### config.mk
export PLATFORM = sky130hd
export DESIGN_NAME = capture_controller
export DESIGN_NICKNAME = d
export VERILOG_FILES = /design/src/rtl/capture_controller_pkg.sv /design/src/rtl/capture_controller_vsync_edge.sv /design/src/rtl/capture_controller.sv
export SDC_FILE = /design/constraint.sdc
export NUM_CORES = 1
export LEC_CHECK = 0
export CAP_MARGIN = 20
export CORE_MARGIN = 1
export CORE_UTILIZATION = 35
export CTS_CLUSTER_SIZE = 24
export DETAILED_ROUTE_END_ITERATION = 6
export SLEW_MARGIN = 20
export SYNTH_ARGS = -nofsm -noshare
export SYNTH_HDL_FRONTEND = slang
export SYNTH_HIERARCHICAL = 1
export SYNTH_SLANG_ARGS = --single-unit
### constraint.sdc
create_clock -name PCLK_i -period 2.4 [get_ports PCLK_i]
set_clock_uncertainty 0.05 [all_clocks]
set_input_delay 0.6 -clock PCLK_i [delete_from_list [all_inputs] [get_ports PCLK_i]]
set_output_delay 0.6 -clock PCLK_i [all_outputs]
set_load 0.005 [all_outputs]
### src/rtl/capture_controller_pkg.sv
// Shared types and constants for the camera capture controller.
package capture_controller_pkg;

    typedef enum logic [1:0] {
        ST_IDLE    = 2'd0,
        ST_ARM     = 2'd1,
        ST_CAPTURE = 2'd2,
        ST_READOUT = 2'd3
    } cap_state_e;

    localparam int   FRAME_PIX_DEF = 19200;
    localparam logic HIGH          = 1'b1;
    localparam logic LOW           = 1'b0;

endpackage

### src/rtl/capture_controller_vsync_edge.sv
// Single-flop VSYNC edge detector; pulses are valid in the cycle the new level is first seen.
module capture_controller_vsync_edge
    import capture_controller_pkg::*;
(
    input  logic PCLK_i,
    input  logic Reset_i,
    input  logic VSYNC_i,
    output logic Rise_o,
    output logic Fall_o
);

    logic vsync_q;

    always_ff @(posedge PCLK_i) begin
        if (Reset_i) begin
            vsync_q <= LOW;
        end else begin
            vsync_q <= VSYNC_i;
        end
    end

    assign Rise_o = VSYNC_i & ~vsync_q;
    assign Fall_o = ~VSYNC_i & vsync_q;

endmodule

### src/rtl/capture_controller.sv
// Capture sequencer: arms on config, writes one frame into the shared buffer,
// then lends the buffer port to a readout client until it signals done.
//   state      | meaning
//   ST_IDLE    | pixel path off, buffer locked
//   ST_ARM     | pixel path on, waiting for VSYNC rise to start a frame
//   ST_CAPTURE | writer owns the buffer, one word per pixel strobe
//   ST_READOUT | frame closed, reader owns the buffer port
module capture_controller
    import capture_controller_pkg::*;
#(
    parameter int ADDR_W    = 15,
    parameter int DATA_W    = 16,
    parameter int FRAME_PIX = FRAME_PIX_DEF,
    parameter int CNT_W     = 8
) (
    input  logic              PCLK_i,
    input  logic              Reset_i,
    input  logic              Config_Done_i,
    input  logic              Start_i,
    input  logic              Stop_i,
    input  logic              Continuous_i,
    input  logic              VSYNC_i,
    input  logic [DATA_W-1:0] Pixel_i,
    input  logic              Pixel_Available_i,
    output logic              Enable_o,
    output logic              Buff_Lock_o,
    output logic              Mem_We_o,
    output logic [ADDR_W-1:0] Mem_Addr_o,
    output logic [DATA_W-1:0] Mem_Data_o,
    input  logic              Rd_Req_i,
    input  logic [ADDR_W-1:0] Rd_Addr_i,
    output logic              Rd_Ack_o,
    input  logic              Rd_Done_i,
    output logic              Frame_Ready_o,
    output logic              Short_Frame_o,
    output logic              Overflow_o,
    output logic [CNT_W-1:0]  Frame_Count_o
);

    // One extra bit so a buffer of exactly 2**ADDR_W words still has a distinct "full" value.
    localparam logic [ADDR_W:0] FRAME_END = (ADDR_W+1)'(FRAME_PIX);

    cap_state_e        state_q;
    logic [ADDR_W:0]   wr_addr_q;
    logic [ADDR_W:0]   wr_addr_d;
    logic              close_q;
    logic              en_q;
    logic              lock_q;
    logic              ready_q;
    logic              we_q;
    logic              ack_q;
    logic              short_q;
    logic              ovf_q;
    logic [ADDR_W-1:0] addr_q;
    logic [DATA_W-1:0] data_q;
    logic [CNT_W-1:0]  count_q;
    logic              vsync_rise;
    logic              vsync_fall_unused;
    logic              abort;

    capture_controller_vsync_edge u_vsync_edge (
        .PCLK_i  (PCLK_i),
        .Reset_i (Reset_i),
        .VSYNC_i (VSYNC_i),
        .Rise_o  (vsync_rise),
        .Fall_o  (vsync_fall_unused)
    );

    assign abort     = Stop_i | ~Config_Done_i;
    assign wr_addr_d = wr_addr_q + (ADDR_W+1)'(1);

    always_ff @(posedge PCLK_i) begin
        if (Reset_i) begin
            state_q   <= ST_IDLE;
            wr_addr_q <= '0;
            close_q   <= LOW;
            en_q      <= LOW;
            lock_q    <= HIGH;
            ready_q   <= LOW;
            we_q      <= LOW;
            ack_q     <= LOW;
            short_q   <= LOW;
            ovf_q     <= LOW;
            addr_q    <= '0;
            data_q    <= '0;
            count_q   <= '0;
        end else begin
            we_q  <= LOW;
            ack_q <= LOW;
            if (abort) begin
                state_q <= ST_IDLE;
                en_q    <= LOW;
                lock_q  <= HIGH;
                ready_q <= LOW;
                close_q <= LOW;
            end else begin
                case (state_q)
                    ST_IDLE: begin
                        if (Start_i) begin
                            state_q <= ST_ARM;
                            en_q    <= HIGH;
                        end
                    end
                    ST_ARM: begin
                        if (vsync_rise) begin
                            state_q   <= ST_CAPTURE;
                            lock_q    <= LOW;
                            wr_addr_q <= '0;
                            addr_q    <= '0;
                            short_q   <= LOW;
                            ovf_q     <= LOW;
                        end
                    end
                    ST_CAPTURE: begin
                        // Leave one cycle after the last write so Mem_We_o drops while still in CAPTURE.
                        if (close_q || wr_addr_q == FRAME_END) begin
                            state_q <= ST_READOUT;
                            lock_q  <= HIGH;
                            ready_q <= HIGH;
                            close_q <= LOW;
                            count_q <= count_q + CNT_W'(1);
                            if (Pixel_Available_i && wr_addr_q == FRAME_END) begin
                                ovf_q <= HIGH;
                            end
                        end else begin
                            if (Pixel_Available_i) begin
                                we_q      <= HIGH;
                                addr_q    <= wr_addr_q[ADDR_W-1:0];
                                data_q    <= Pixel_i;
                                wr_addr_q <= wr_addr_d;
                            end
                            if (vsync_rise) begin
                                close_q <= HIGH;
                                short_q <= (Pixel_Available_i ? wr_addr_d : wr_addr_q) != FRAME_END;
                            end
                        end
                    end
                    ST_READOUT: begin
                        ack_q <= Rd_Req_i;
                        if (Rd_Done_i) begin
                            ready_q <= LOW;
                            en_q    <= Continuous_i;
                            state_q <= Continuous_i ? ST_ARM : ST_IDLE;
                        end
                    end
                    default: state_q <= ST_IDLE;
                endcase
            end
        end
    end

    always_comb begin
        Mem_Addr_o = '0;
        if (state_q == ST_READOUT && Rd_Req_i) begin
            Mem_Addr_o = Rd_Addr_i;
        end else if (state_q == ST_CAPTURE) begin
            Mem_Addr_o = addr_q;
        end
    end

    assign Enable_o      = en_q;
    assign Buff_Lock_o   = lock_q;
    assign Mem_We_o      = we_q;
    assign Mem_Data_o    = data_q;
    assign Rd_Ack_o      = ack_q;
    assign Frame_Ready_o = ready_q;
    assign Short_Frame_o = short_q;
    assign Overflow_o    = ovf_q;
    assign Frame_Count_o = count_q;

endmodule
==> flow_summary_export.csv <==
group,metric,value,unit
grt,top_usage_layer,"met2",
grt,grt_pass1_vias,3208,
sta,rsz0062_at_grt,"no",
grt,grt_pass1_wl,14800,um
cts,cts_buffers,9,
layout,final_common_cell,"nand2_1",
job,drv_cap,0,
power,p_leak,1.87,nW
die,coreArea,9200,um^2
setup_path,cp_top_family,"simple AND/OR/NAND/NOR gates",
die,boundaryPins,87,
cts,clock-sinks,66,
die,die_w,99.0,um
sta,relSlewSlack,58.6,%
die,start_util,35.8,%
route,drc,0,
yosys,synth.avg_cell_area,7.85,um^2
layout,syn_to_final_growth,46.9,%
route,wire_per_inst,13.6,um
setup_path,crit_path_end_kind,"flop",
min_path,hold_class,"flop to flop",
grt,grtUsageTotal,19.1,%
sta,final.period_utilization,98.0,%
power,power,2.39,mW
route,ant_nets,0,
layout,nNetsFinal,584,
cts,clk_latency,0.35,ns
yosys,syn_nets,469,
layout,final_cell_mix,"79 x nand2_1, 68 x clkdlybuf4s50_1, 64 x dfxtp_1, 45 x buf_4, 35 x nor2_1",
cts,cts_root_buf,"clkbuf_8",
grt,met2_usage,29.5,%
setup_path,worstPathRequired,2.63,ns
setup_path,slowest_stage,"or4_4",
sta,setup_violations,0,
grt,antenna_found_initial,0,
die,die_area,9810,um^2
setup_path,worst-setup-path-type,"primary input to flop",
sta,fmax,0.425,GHz
sta,hold_viol,0,
layout,antennaDiodeCount,0,
layout,instances_no_fill,651,
grt,grt_max_degree,36,
yosys,syn_area,3300,um^2
setup_path,cp.arrival,2.58,ns
route,detail_route.iter0.violations,131,
yosys,yosysWarnings,6,
layout,utilization,52.6,%
setup_path,rrSetupSlack,0.09,ns
cts,cts_tree,"done",
grt,globalRouteMet1Util,23.8,%
layout,layout-drive-gt1-share,19.6,%
route,first_pass_iters,4,
setup_path,slowest_delay,0.58,ns
place,dpl.hpwl,6410,um
cts,cts_buffer_depth,2,
setup_path,crit_buf_inv,1,
sta,tns,0,ns
grt,grt_use_met3,5.53,%
die,die_h,99.0,um
die,std_cell_rows,35,
sta,fin_crit,2.35,ns
cts,htree_levels,3,
setup_path,start_kind,"primary input",
power,peakVddDrop,0.389,mV
route,vias,3322,
outcome,status,"finished, final reports clean",
setup_path,crit_chain,"clkdlybuf4s50_1 > nor2b_1 > nand3_2 > or4_4 > or4_4 > a21oi_2",
yosys,synth_cells,420,
route,vias_per_cell,5.10,
setup_path,crit_fanout,3,
cts,path_clk_slew,0.07,ns
route,wl,8880,um
layout,fill_cells,869,
power,power_density,494,nW/um^2
place,port_buffers,86,
place,dp_cells,633,
grt,gr-total-overflow,0,
place,routabilityCongestion,0.901,
sta,slew_violations,0,
sta,worstMarginPinSlew,0.620,ns
setup_path,path_common_cell,"or4_4",
==> area by class of cell <==
class / instances / area [um^2] / area share [%]
Clock buffer: 10 / 138 / 2.84
Clock inverter: 6 / 114 / 2.35
Inverter: 11 / 41.3 / 0.853
Multi-Input combinational cell: 311 / 1850 / 38.3
Sequential cell: 66 / 1320 / 27.3
Tap cell: 111 / 139 / 2.87
Timing Repair Buffer: 136 / 1230 / 25.5
==> registers in the layout, summed over array words and instances (netlist names) <==
signal	cells
Buff_Lock_o	1
Enable_o	1
Frame_Count_o	8
Frame_Ready_o	1
Mem_Data_o	16
Mem_We_o	1
Overflow_o	1
Rd_Ack_o	1
Short_Frame_o	1
addr_q	15
close_q	1
state_q	2
u_vsync_edge/vsync_q	1
wr_addr_q	16
==> worst reg2reg max path, stage by stage (launching register included) <==
cell and delay [ns]:
dfxtp_1 0.47, ha_1 0.24, nand2_2 0.06, or3_4 0.38
o32a_1 0.33, or4_1 0.41, nor4_2 0.14, o32ai_1 0.11
==> report_power, final <==
group | leakage (nW) | internal [mW] | total, mW | switching, mW
registers | 0.533 | 1.10 | 1.10 | 0.00171
logic | 1.22 | 0.0788 | 0.128 | 0.0491
clock network | 0.119 | 0.720 | 1.16 | 0.444
==> layer usage <==
| layer | vias up | share of wire, % |
|---|---|---|
| met2 | 130 | 43 |
| met3 | 23 | 7.9 |
| li1 | 1696 | - |
| met5 | - | 0 |
| met4 | 0 | 3.0 |
| met1 | 1473 | 46 |
==> through the flow <==
| stage | area, um^2 | setup slack [ns] | hold slack, ns |
|---|---|---|---|
| 6_report | 4840 | 0.0479 | 0.404 |
| 5_1_grt | 4840 | 0.00289 | 0.427 |
| 4_1_cts | 4810 | -0.0862 | 0.407 |
| 3_5_place_dp | 4560 | -0.370 | 0.398 |
| 3_3_place_gp | 4560 | -0.379 | 0.391 |
| 2_1_floorplan | 3310 | 0.0203 | 0.399 |
==> repair_timing <==
| item | 4_1_cts | 5_1_grt |
|---|---|---|
| buffers inserted | 1 | 0 |
| gates cloned | 1 | 0 |
| endpoints found under the setup margin | 32 | 41 |
| pin swaps | 0 | 2 |
| gates resized for setup | 70 | 22 |
| hold buffers | 0 | 0 |
==> path summary, 6_finish.rpt <==
| check | depth (start not counted) | startpoint | end |
|---|---|---|---|
| worst max-delay path | 6 | Config_Done_i | wr_addr_q[14] |
| worst min-delay path | 2 | Mem_Data_o[8] | Mem_Data_o[8] |
| worst max register to register | 7 | wr_addr_q[1] | Short_Frame_o |
| worst min register to register | 2 | Mem_Data_o[8] | Mem_Data_o[8] |
Note: power is estimated with default switching activity, not from simulation.
